--- config.mk ---
export PLATFORM = sky130hd
export DESIGN_NAME = mem_arbiter
export DESIGN_NICKNAME = d
export VERILOG_FILES = /design/src/rtl/pipe_pkg.sv /design/src/rtl/sat_counter.sv /design/src/rtl/mem_arbiter.sv
export SDC_FILE = /design/constraint.sdc
export NUM_CORES = 1
export LEC_CHECK = 0
export ABC_CLOCK_PERIOD_IN_PS = 5600
export CAP_MARGIN = 15
export CORE_UTILIZATION = 39
export CTS_BUF_LIST = sky130_fd_sc_hd__clkbuf_8
export CTS_CLUSTER_SIZE = 24
export DETAILED_ROUTE_END_ITERATION = 16
export GPL_ROUTABILITY_DRIVEN = 0
export GPL_TIMING_DRIVEN = 0
export HOLD_SLACK_MARGIN = 0.06
export PLACE_DENSITY = 0.8
export REMOVE_ABC_BUFFERS = 1
export SLEW_MARGIN = 20
export SYNTH_ARGS = -nofsm -noshare
export SYNTH_HDL_FRONTEND = slang
export SYNTH_SLANG_ARGS = --single-unit
--- constraint.sdc ---
create_clock -name clk -period 5.6 [get_ports clk]
set_clock_uncertainty 0.15 [all_clocks]
set_input_delay 1.12 -clock clk [delete_from_list [all_inputs] [get_ports clk]]
set_output_delay 1.12 -clock clk [all_outputs]
set_load 0.03 [all_outputs]
--- src/rtl/pipe_pkg.sv ---
`default_nettype none
// ============================================================================
// Module  : pipe_pkg
// Purpose : Shared widths and arbiter state encoding for the pipeline
// Rev     : 1.0
// ============================================================================
package pipe_pkg;

    localparam int AW = 32;
    localparam int DW = 32;

    typedef enum logic [2:0] {
        IDLE   = 3'd0,
        F_BUSY = 3'd1,
        F_RESP = 3'd2,
        D_BUSY = 3'd3,
        D_RESP = 3'd4
    } arb_state_t;

endpackage
`default_nettype wire

--- src/rtl/sat_counter.sv ---
`default_nettype none
// ============================================================================
// Module  : sat_counter
// Purpose : Up-counter that sticks at all-ones instead of wrapping
// Rev     : 1.0
// ============================================================================
module sat_counter #(
    parameter int CW = 16
) (
    input  logic          clk,
    input  logic          reset,
    input  logic          inc,
    output logic [CW-1:0] count
);

    localparam logic [CW-1:0] C_MAX = {CW{1'b1}};
    localparam logic [CW-1:0] C_ONE = {{(CW-1){1'b0}}, 1'b1};

    logic [CW-1:0] count_q;
    logic [CW-1:0] count_d;

    always_comb begin
        count_d = count_q;
        if (inc && (count_q != C_MAX)) begin
            count_d = count_q + C_ONE;
        end
    end

    always_ff @(posedge clk or posedge reset) begin
        if (reset) begin
            count_q <= '0;
        end else begin
            count_q <= count_d;
        end
    end

    assign count = count_q;

endmodule
`default_nettype wire

--- src/rtl/mem_arbiter.sv ---
`default_nettype none
// ============================================================================
// Module  : mem_arbiter
// Purpose : Serialises IF and MEM-stage accesses onto one memory port
// Rev     : 1.0
// ============================================================================
module mem_arbiter #(
    parameter int AW = pipe_pkg::AW,
    parameter int DW = pipe_pkg::DW,
    parameter int CW = 16
) (
    input  logic          clk,
    input  logic          reset,
    input  logic          if_req,
    input  logic [AW-1:0] if_addr,
    output logic [DW-1:0] if_rdata,
    output logic          if_valid,
    input  logic          flush,
    input  logic          dm_req,
    input  logic          dm_we,
    input  logic [AW-1:0] dm_addr,
    input  logic [DW-1:0] dm_wdata,
    output logic [DW-1:0] dm_rdata,
    output logic          dm_valid,
    output logic          mem_req,
    output logic          mem_we,
    output logic [AW-1:0] mem_addr,
    output logic [DW-1:0] mem_wdata,
    input  logic [DW-1:0] mem_rdata,
    input  logic          mem_ack,
    output logic          stall_fetch,
    output logic          stall_pipe,
    output logic [CW-1:0] stall_cnt
);

    import pipe_pkg::*;

    arb_state_t    state_q,     state_d;
    logic          drop_q,      drop_d;
    logic          last_d_q,    last_d_d;
    logic          mem_req_q,   mem_req_d;
    logic          mem_we_q,    mem_we_d;
    logic [AW-1:0] mem_addr_q,  mem_addr_d;
    logic [DW-1:0] mem_wdata_q, mem_wdata_d;
    logic [DW-1:0] if_rdata_q,  if_rdata_d;
    logic [DW-1:0] dm_rdata_q,  dm_rdata_d;

    always_comb begin
        state_d     = state_q;
        drop_d      = drop_q;
        last_d_d    = last_d_q;
        mem_req_d   = mem_req_q;
        mem_we_d    = mem_we_q;
        mem_addr_d  = mem_addr_q;
        mem_wdata_d = mem_wdata_q;
        if_rdata_d  = if_rdata_q;
        dm_rdata_d  = dm_rdata_q;
        case (state_q)
            IDLE: begin
                // Data wins contention unless it also won the previous grant
                if (dm_req && (!if_req || !last_d_q)) begin
                    state_d     = D_BUSY;
                    mem_req_d   = 1'b1;
                    mem_we_d    = dm_we;
                    mem_addr_d  = dm_addr;
                    mem_wdata_d = dm_wdata;
                    last_d_d    = 1'b1;
                end else if (if_req) begin
                    state_d     = F_BUSY;
                    mem_req_d   = 1'b1;
                    mem_we_d    = 1'b0;
                    mem_addr_d  = if_addr;
                    mem_wdata_d = '0;
                    last_d_d    = 1'b0;
                end
            end
            F_BUSY: begin
                if (flush) begin
                    drop_d = 1'b1;
                end
                if (mem_ack) begin
                    if_rdata_d = mem_rdata;
                    mem_req_d  = 1'b0;
                    state_d    = F_RESP;
                end
            end
            F_RESP: begin
                drop_d  = 1'b0;
                state_d = IDLE;
            end
            D_BUSY: begin
                if (mem_ack) begin
                    dm_rdata_d = mem_rdata;
                    mem_req_d  = 1'b0;
                    state_d    = D_RESP;
                end
            end
            D_RESP: begin
                state_d = IDLE;
            end
            default: begin
                state_d = IDLE;
            end
        endcase
    end

    always_ff @(posedge clk or posedge reset) begin
        if (reset) begin
            state_q     <= IDLE;
            drop_q      <= 1'b0;
            last_d_q    <= 1'b0;
            mem_req_q   <= 1'b0;
            mem_we_q    <= 1'b0;
            mem_addr_q  <= '0;
            mem_wdata_q <= '0;
            if_rdata_q  <= '0;
            dm_rdata_q  <= '0;
        end else begin
            state_q     <= state_d;
            drop_q      <= drop_d;
            last_d_q    <= last_d_d;
            mem_req_q   <= mem_req_d;
            mem_we_q    <= mem_we_d;
            mem_addr_q  <= mem_addr_d;
            mem_wdata_q <= mem_wdata_d;
            if_rdata_q  <= if_rdata_d;
            dm_rdata_q  <= dm_rdata_d;
        end
    end

    assign if_valid  = (state_q == F_RESP) && !drop_q && !flush;
    assign dm_valid  = (state_q == D_RESP);
    assign mem_req   = mem_req_q;
    assign mem_we    = mem_we_q;
    assign mem_addr  = mem_addr_q;
    assign mem_wdata = mem_wdata_q;
    assign if_rdata  = if_rdata_q;
    assign dm_rdata  = dm_rdata_q;

    // Stalls are gated by reset so the pipeline is released the moment reset hits
    assign stall_pipe  = !reset && dm_req && !dm_valid;
    assign stall_fetch = stall_pipe || (!reset && if_req && !if_valid);

    sat_counter #(
        .CW (CW)
    ) u_stall_cnt (
        .clk   (clk),
        .reset (reset),
        .inc   (stall_pipe),
        .count (stall_cnt)
    );

endmodule
`default_nettype wire

# Yosys cells after proc, flatten, opt, wreduce, memory -nomap -nowiden
# Index checks and enable logic that the tools add are counted.
[totals] ff_bits=151 in_bits=135 output_inout_bits=150 word_cells=67
[op_classes] add_sub_neg=1 eq_ne=10 n_mux=18 reduce_logical=28
[op_table] operator="2-to-1 mux 32 bit" n=4
[op_table] operator="adder 16 x 1 -> 16 bit, second input constant" n=1
[op_table] operator="inequality test 16 bit, second input constant" n=1
[op_table] operator="2-to-1 mux 3 bit" n=4
[op_table] operator="one-hot mux 3 bit (3 select lines)" n=1
[op_table] operator="logical AND 1 bit" n=8
[op_table] operator="AND reduction 2 bit" n=4
[op_table] operator="zero test 1 bit" n=7
[op_table] operator="2-to-1 mux 1 bit" n=7
[op_table] operator="== test 3 x 2 -> 1 bit, second input constant" n=2
[op_table] operator="inequality test 2 bit, second input constant" n=3
[op_table] operator="AND reduction 3 bit" n=2
[op_table] operator="nonzero test 2 bit" n=3
[op_table] operator="one-hot mux 1 bit (2 select lines)" n=2
[op_table] operator="== test 3 x 1 -> 1 bit, second input constant" n=1
[op_table] operator="== test 3 bit, second input constant" n=1
[op_table] operator="zero test 3 bit" n=1
[op_table] operator="inequality test 3 bit, second input constant" n=1
[op_table] operator="logical OR 1 bit" n=2
[op_table] operator="inequality test 2 x 1 -> 1 bit, second input constant" n=1
[op_table] operator="OR reduction 2 bit" n=1

# Longest topological paths before layout
# Gate-level depths: netlist (run 1).
[logic_depth] depth_word=6 ltp_mapped=7 depth_no_buf=5

# Modules after synthesis
# Synthesis (run 1) repeated with hierarchy kept, for this count alone.
[hier_totals] hier_cells=430 area_unflattened_um2=6124.6
[modules_own_cells] module="mem_arbiter" n_inst=1 cells_per_inst=359 area_per_inst_um2=5318.9 seq_area_each_um2=3378.2
[modules_own_cells] module="sat_counter" n_inst=1 cells_per_inst=71 area_per_inst_um2=805.8 seq_area_each_um2=400.4

# Worst setup path before layout (run 1)
# No wires, ideal clock.
[synth_path] path_type="input-to-output" from="in reset" to="out stall_fetch" arrival_ns=4.993 required_ns=4.330 slack_ns=-0.663 stages=3 cell_sequence="inv_1 nand2_1 o22ai_1"
[synth_via] elab_chain_cells=4 elab_cells_between_ends=6 cone_classes="6 x reduce/logical"
[synth_rtl] element="start: declaration" line="mem_arbiter.sv:13" source="input logic reset,"
[synth_rtl] element="zero test 1 bit (no source line) *"
[synth_rtl] element="logical AND 1 bit, on equally long branches (2 in a row)" line="mem_arbiter.sv:141, mem_arbiter.sv:142"
[synth_rtl] element="logical OR 1 bit *" line="mem_arbiter.sv:142" source="assign stall_fetch = stall_pipe || (!reset && if_req && !if_valid);"
[synth_rtl] element="end: declaration" line="mem_arbiter.sv:31" source="output logic stall_fetch,"
# Every way passes the cells marked *; elsewhere a longest branch is shown, timed or not.

# Final worst setup path (run 1)
# Same ends and word-level chain as after synthesis.

==> results of run 1 <==
power by group through the flow:
stage	clock network [W]	logic (W)	registers, W
2_1_floorplan	0	0.000738	0.00287
3_3_place_gp	0	0.00301	0.00189
3_5_place_dp	0	0.00310	0.00193
4_1_cts	0.000811	0.00310	0.00191
5_1_grt	0.000860	0.00324	0.00198
6_report	0.000786	0.00307	0.00191
sequential cells by signal, indices dropped and copies added, names as in the netlist:
name               flops
mem_addr              32
if_rdata              32
mem_wdata             32
last_d_q               1
dm_rdata              32
state_q                3
u_stall_cnt.count     16
mem_req                1
drop_q                 1
mem_we                 1
stage by stage:
step,instances,hold WS [ns],TNS [ns],worst slack [ns]
6_report,964,0.336,0,1.34
3_3_place_gp,926,0.319,-282.34,-2.47
5_1_grt,964,0.361,0,1.19
3_5_place_dp,932,0.324,0,1.31
4_1_cts,964,0.342,0,1.30
2_1_floorplan,431,0.300,-0.663,-0.663
kinds of logic after synthesis:
group                    share of synthesized area, %
flip-flops                                       61.4
adder cells (fa/ha/maj)                         0.203
buffers and inverters                            2.50
AO/OA/AOI/OAI                                    9.20
multiplexers                                     17.1
AND/OR/NAND/NOR                                  7.80
XOR/XNOR                                         1.85
tightest hold or removal path, cell delays in order (launching register included):
cell	delay, ns
dfrtp_1	0.35
nand2_1	0.05
o21ai_1	0.06
metal layers:
metal  vias to the layer above  share of wire (%)
met1                      2281                 39
met2                       204                 51
met5                         -              0.070
met4                         2                2.5
li1                       2205                  -
met3                        32                8.1
cell usage after synthesis (5+ instances only):
library cell | number | share of area, %
dfrtp_1 | 151 | 61
nand2_1 | 41 | 2.5
a22o_1 | 33 | 4.7
mux2_1 | 33 | 6.0
o21ai_1 | 33 | 2.7
mux2_2 | 32 | 5.9
mux2i_1 | 32 | 5.2
clkbuf_1 | 15 | 0.91
buf_2 | 12 | 0.98
xor2_1 | 8 | 1.1
a21oi_1 | 6 | 0.49
nor2_1 | 6 | 0.37
xnor2_1 | 5 | 0.71
worst paths after layout:
path	from	slack (ns)	depth (start not counted)	to
setup / recovery	reset	1.34	5	stall_fetch
hold / removal	mem_addr[28]	0.34	2	mem_addr[28]
setup reg to reg	last_d_q	3.24	5	mem_wdata[31]
hold reg to reg	mem_addr[28]	0.34	2	mem_addr[28]
max in group asynchronous	reset	3.51	3	mem_wdata[14]
min in group asynchronous	reset	1.03	2	u_stall_cnt.count[3]
area by class of cell:
cell class	count	area, µm²
Clock buffer	20	275
Clock inverter	12	101
Fill cell	1173	5630
Inverter	4	22.5
Multi-Input combinational cell	276	2250
Sequential cell	151	3780
Tap cell	211	264
Timing Repair Buffer	290	2990
layout by cell type (no fill, tap or decap), types with 3 or more instances in the layout:
master | synthesis | layout
dfrtp_1 | 151 | 151
o21ai_1 | 33 | 33
xnor2_1 | 5 | 5
buf_16 | 0 | 4
clkdlybuf4s50_1 | 0 | 284
nand3_1 | 4 | 4
inv_1 | 3 | 3
a21oi_1 | 6 | 6
clkinv_2 | 0 | 4
xor2_1 | 8 | 8
a22o_1 | 33 | 33
and3_1 | 4 | 4
nor2_1 | 6 | 5
mux2_1 | 33 | 33
mux2_2 | 32 | 32
mux2i_1 | 32 | 32
clkbuf_8 | 0 | 20
clkinvlp_4 | 0 | 4
nand2_1 | 41 | 41
==> reports/summary.txt, run 1 <==
Int Pwr - 0.00335 W
Slowest CP cell - clkdlybuf4s50_1
Number of port buffers - 284
Switching part of the total - 41.8%
Die Width - 128 µm
Vias in the first global route - 4912
Seq pwr share - 33.1%
Cell row count - 45
Max-slew headroom - 49.7%
Sequential area share after synthesis - 61.4%
DRC errors left - 0
Largest net degree at the start of global routing - 83
Core Footprint - 15300 µm²
WP data arrival - 2.99 ns
Cell area after layout - 9680 µm²
Hold buffers post-CTS - 0
Crit path time final - 4.26 ns
Die Y - 128 µm
Startpoint types - input port
Total CTS buffers - 17
Net Sw Power - 0.00241 W
Num ports - 285
Grt met3 use - 6.39%
Fin. Hold Viols - 0
CTS tree - built
Worst min path class - reg2reg
Worst Tran Pin Value - 0.748 ns
Most used DFF post-synth - dfrtp_1
Pleak - 4.15 nW
Synth warn - 0
Yosys cell types - 47
Final HPWL DP - 11900 µm
Crit share post-route - 76.0%
Setup-failing EPs final - 0
Post-cts sizing count - 0
Initial antenna violation count - 1
Mean Syn Cell Area - 13.4 µm²
Flops & latches, synth - 151
Nets - 876
Number of flops mapped to enable cells by yosys - 0
Pwr dens - 595 nW/µm²
H-tree levels - 4
Antenna-violating nets left - 0
Max-Cap Viols - 0
First-pass GRT wire length - 25000 µm
Mapped Area - 6160 µm²
Delay-heaviest family, CP - buffers and inverters
CP Buf/Inv Count - 3
Routing usage on met1 - 22.7%
Crit Path Category - in2out
DR WL/cell - 16.2 µm
Ratio of cells with drive above 1 in the final layout - 11.6%
Die area - 16300 µm²
Total track usage - 19.9%
Comb pwr share - 53.2%
Worst setup EP type - output pin
Vias per cell - 4.90
Global-route congestion overflow total - 0
CP cell instances - clkdlybuf4s50_1 > inv_8 > nand2_1 > o22ai_1 > clkdlybuf4s50_1
Worst VDD drop - 0.000337 V
Peak Freq - 0.235 GHz
Total power - 0.00576 W
Initial core utilization - 40.2%
Clock sinks - 151
Longest Clk Path Bufs - 2
Fin. max-slew vios - 0
Syn Inst Count - 460
Total number of vias - 4724
Slowest stage delay, CP - 0.69 ns
Layout Utilization - 63.2%
RSZ-0062 raised after global routing - false
Setup Buffers After CTS - 0
Clock slew at reported path FFs - 0.08 ns
Top Usage Layer GRT - met2
Placed Area - 9310 µm²
Layout area overhead - 57.3%
Diode count - 0
Final wirelength - 15600 µm
Cell mode on critical path - clkdlybuf4s50_1
1st-iter DRT viols - 195
Clk network pwr share - 13.6%
Root Buffer - clkbuf_8
Crit-path max FO - 71
Status - completed
Synth async-reset ratio - 100%
Grt met2 use - 34.2%
Pre-Repair DR Iteration Count - 4
Worst skew pair latency - 0.43 ns
Worst endpoint required time - 4.33 ns
Power figures use the tool's default switching activity.
==> run 2, diff against run 1 <==
--- a/config.mk
+++ b/config.mk
@@ -5,7 +5,7 @@
 export SDC_FILE = /design/constraint.sdc
 export NUM_CORES = 1
 export LEC_CHECK = 0
-export ABC_CLOCK_PERIOD_IN_PS = 5600
+export ABC_CLOCK_PERIOD_IN_PS = 3400
 export CAP_MARGIN = 15
 export CORE_UTILIZATION = 39
 export CTS_BUF_LIST = sky130_fd_sc_hd__clkbuf_8
==> constraint.sdc (replaced) <==
create_clock -name clk -period 3.4 [get_ports clk]
set_clock_uncertainty 0.15 [all_clocks]
set_input_delay 0.68 -clock clk [delete_from_list [all_inputs] [get_ports clk]]
set_output_delay 0.68 -clock clk [all_outputs]
set_load 0.03 [all_outputs]
==> run 2 against run 1 <==
Net effect: power up 65%; via count about the same; combinational power up 65%; hold slack worse by 0.0021 ns; cell count up 0.10%; worst setup slack worse by 1.2 ns; largest cell class unchanged; critical endpoint is now if_valid; clock power up 65%; first-iteration DRC count down 17%; global-route usage about the same; final area up 0.34%; routed wire length up 1.3%.
==> reports/summary.txt, run 2 (synthesis results as in run 1) <==
Max-slew headroom - 50.7% (+0.92 points)
Final HPWL DP - 11900 µm (unchanged)
Longest Clk Path Bufs - 2 (unchanged)
Total number of vias - 4726 (+0.042%)
Fin. Hold Viols - 0 (unchanged)
Largest net degree at the start of global routing - 83 (unchanged)
Hold buffers post-CTS - 0 (unchanged)
Worst setup EP type - output pin
Die Y - 128 µm (unchanged)
Worst endpoint required time - 2.57 ns (-1.76 ns)
Setup-failing EPs final - 0 (unchanged)
Total CTS buffers - 17 (unchanged)
Pre-CTS WS - -0.0125 ns (-1.32 ns)
Peak Freq - 0.311 GHz
CP cell instances - or4_1 > nor2_1 > clkdlybuf4s50_1
Initial antenna violation count - 1 (unchanged)
Int Pwr - 0.00552 W (+65%)
Worst min path class - reg2reg
Max-Cap Viols - 0 (unchanged)
Comb pwr share - 53.3% (about the same)
RSZ-0062 raised after global routing - false
Crit Path Category - reg2out
Total track usage - 19.9% (+0.046 points)
Die Width - 128 µm (unchanged)
Nets - 877 (+0.11%)
Number of port buffers - 284 (unchanged)
Switching part of the total - 41.9% (about the same)
WP data arrival - 2.39 ns (-0.60 ns)
Worst VDD drop - 0.000555 V (+65%)
Slowest stage delay, CP - 0.71 ns (+0.02 ns)
Pre-Repair DR Iteration Count - 4 (unchanged)
Cell area after layout - 9720 µm² (+0.34%)
Cell row count - 45 (unchanged)
Root Buffer - clkbuf_8
1st-iter DRT viols - 162 (-17%)
Status - completed
Startpoint types - flop
Clock sinks - 151 (unchanged)
Diode count - 0 (unchanged)
Fin. max-slew vios - 0 (unchanged)
FF-to-FF End - mem_wdata[31]
Hold EP - mem_addr[31]
Pleak - 4.19 nW (+0.90%)
H-tree levels - 4 (unchanged)
DR WL/cell - 16.4 µm (+1.2%)
Num ports - 285 (unchanged)
Layout Utilization - 63.4% (+0.21 points)
Final wirelength - 15800 µm (+1.3%)
HP Start - mem_addr[31]
Crit-path max FO - 10 (-86%)
Antenna-violating nets left - 0 (unchanged)
Slowest CP cell - clkdlybuf4s50_1
Vias per cell - 4.90 (about the same)
Hold Crit Depth - 2 (unchanged)
CTS tree - built
FF-to-FF path depth - 5 (unchanged)
Die area - 16300 µm² (unchanged)
Global-route congestion overflow total - 0 (unchanged)
Vias in the first global route - 4917 (+0.10%)
Crit path time final - 3.22 ns
Commonest non-fill, non-tap cell in the layout - clkdlybuf4s50_1
Worst Slack Setup Final - 0.181 ns (-1.16 ns)
Worst R2R Setup Slack - 1.04 ns (-2.20 ns)
Clock slew at reported path FFs - 0.08 ns (about the same)
WHS - 0.334 ns (-0.00211 ns)
Layout area overhead - 57.8%
Fill count - 1164 (-0.77%)
Placed Area - 9310 µm² (unchanged)
Pwr dens - 978 nW/µm² (+64%)
Initial core utilization - 40.2% (unchanged)
Net Sw Power - 0.00398 W (+65%)
Worst skew pair latency - 0.43 ns (about the same)
Most frequent cells in the layout - clkdlybuf4s50_1 (282), dfrtp_1 (151), nand2_1 (41)
DRC errors left - 0 (unchanged)
Setup Buffers After CTS - 0 (unchanged)
Core Footprint - 15300 µm² (unchanged)
First-pass GRT wire length - 25100 µm (+0.19%)
Clk network pwr share - 13.6% (about the same)
Seq pwr share - 33.1% (about the same)
Ratio of cells with drive above 1 in the final layout - 11.7% (+0.12 points)
Crit share post-route - 94.7%
Worst Tran Pin Value - 0.734 ns (-0.0137 ns)
R2R Path Start - last_d_q
-- run 2: changes by cell type in the layout (fill, tap and decap cells not counted), sizes merged --
cell / change
bufinv: +1
dlymetal6s2s: +2
clkdlybuf4s50: -2
-- run 2: area by class of cell --
type	instances	area (µm²)	area share, %
flip-flops and latches	151	3780	38.9
repair buffers	290	2990	30.8
multi-input cells	276	2250	23.2
clock buffers	20	275	2.83
well taps	211	264	2.72
clock inverters	12	101	1.04
inverters	4	41.3	0.425
repair inverters	1	8.76	0.0901
-- run 2: per-stage QoR --
step	instances	TNS, ns	total power, W
after global placement	926	-682.75	0.00807
after floorplan	431	-284.84	0.00594
after CTS	964	0	0.00960
after global routing	965	0	0.0100
after detailed placement	932	-0.0125	0.00828
final	965	0	0.00950
-- run 2: power by group through the flow --
stage | clock, W | combinational (W) | sequential (W)
floorplan | 0 | 0.00121 | 0.00472
global placement | 0 | 0.00495 | 0.00312
detailed placement | 0 | 0.00510 | 0.00318
CTS | 0.00134 | 0.00511 | 0.00315
global route | 0.00142 | 0.00534 | 0.00327
finish | 0.00130 | 0.00506 | 0.00314
-- run 2: worst max-delay path by stage --
stage	start	end	slack, ns	cells past startpoint
global placement	reset	stall_fetch	-3.79	5
detailed placement	reset	stall_fetch	-0.01	5
CTS	reset	stall_fetch	0.02	5
finish	state_q[0]	if_valid	0.18	3
global route	state_q[0]	if_valid	0.08	3
floorplan	reset	stall_fetch	-1.98	3
-- run 2: routing by layer --
| layer | up-vias | share of wire [%] | track usage, % |
|---|---|---|---|
| met4 | 2 | 2.6 | 8.86 |
| li1 | 2206 | - | - |
| met1 | 2279 | 39 | 22.7 |
| met2 | 206 | 51 | 34.3 |
| met3 | 33 | 7.9 | 6.39 |
| met5 | - | 0.069 | 0 |
-- run 2: repair_timing --
| action | 4_1_cts | 5_1_grt |
|---|---|---|
| gates resized for setup | 1 | 3 |
| gates cloned | 0 | 1 |
| hold endpoints to repair | 0 | 0 |
| endpoints found under the setup margin | 1 | 2 |
-- run 2: critical path, delay by kind of cell, from the launching register on --
kind | cells | cell delay, ns
and+or+nand+nor | 2 | 0.74
DFF | 1 | 0.52
buffers and inverters | 1 | 0.71
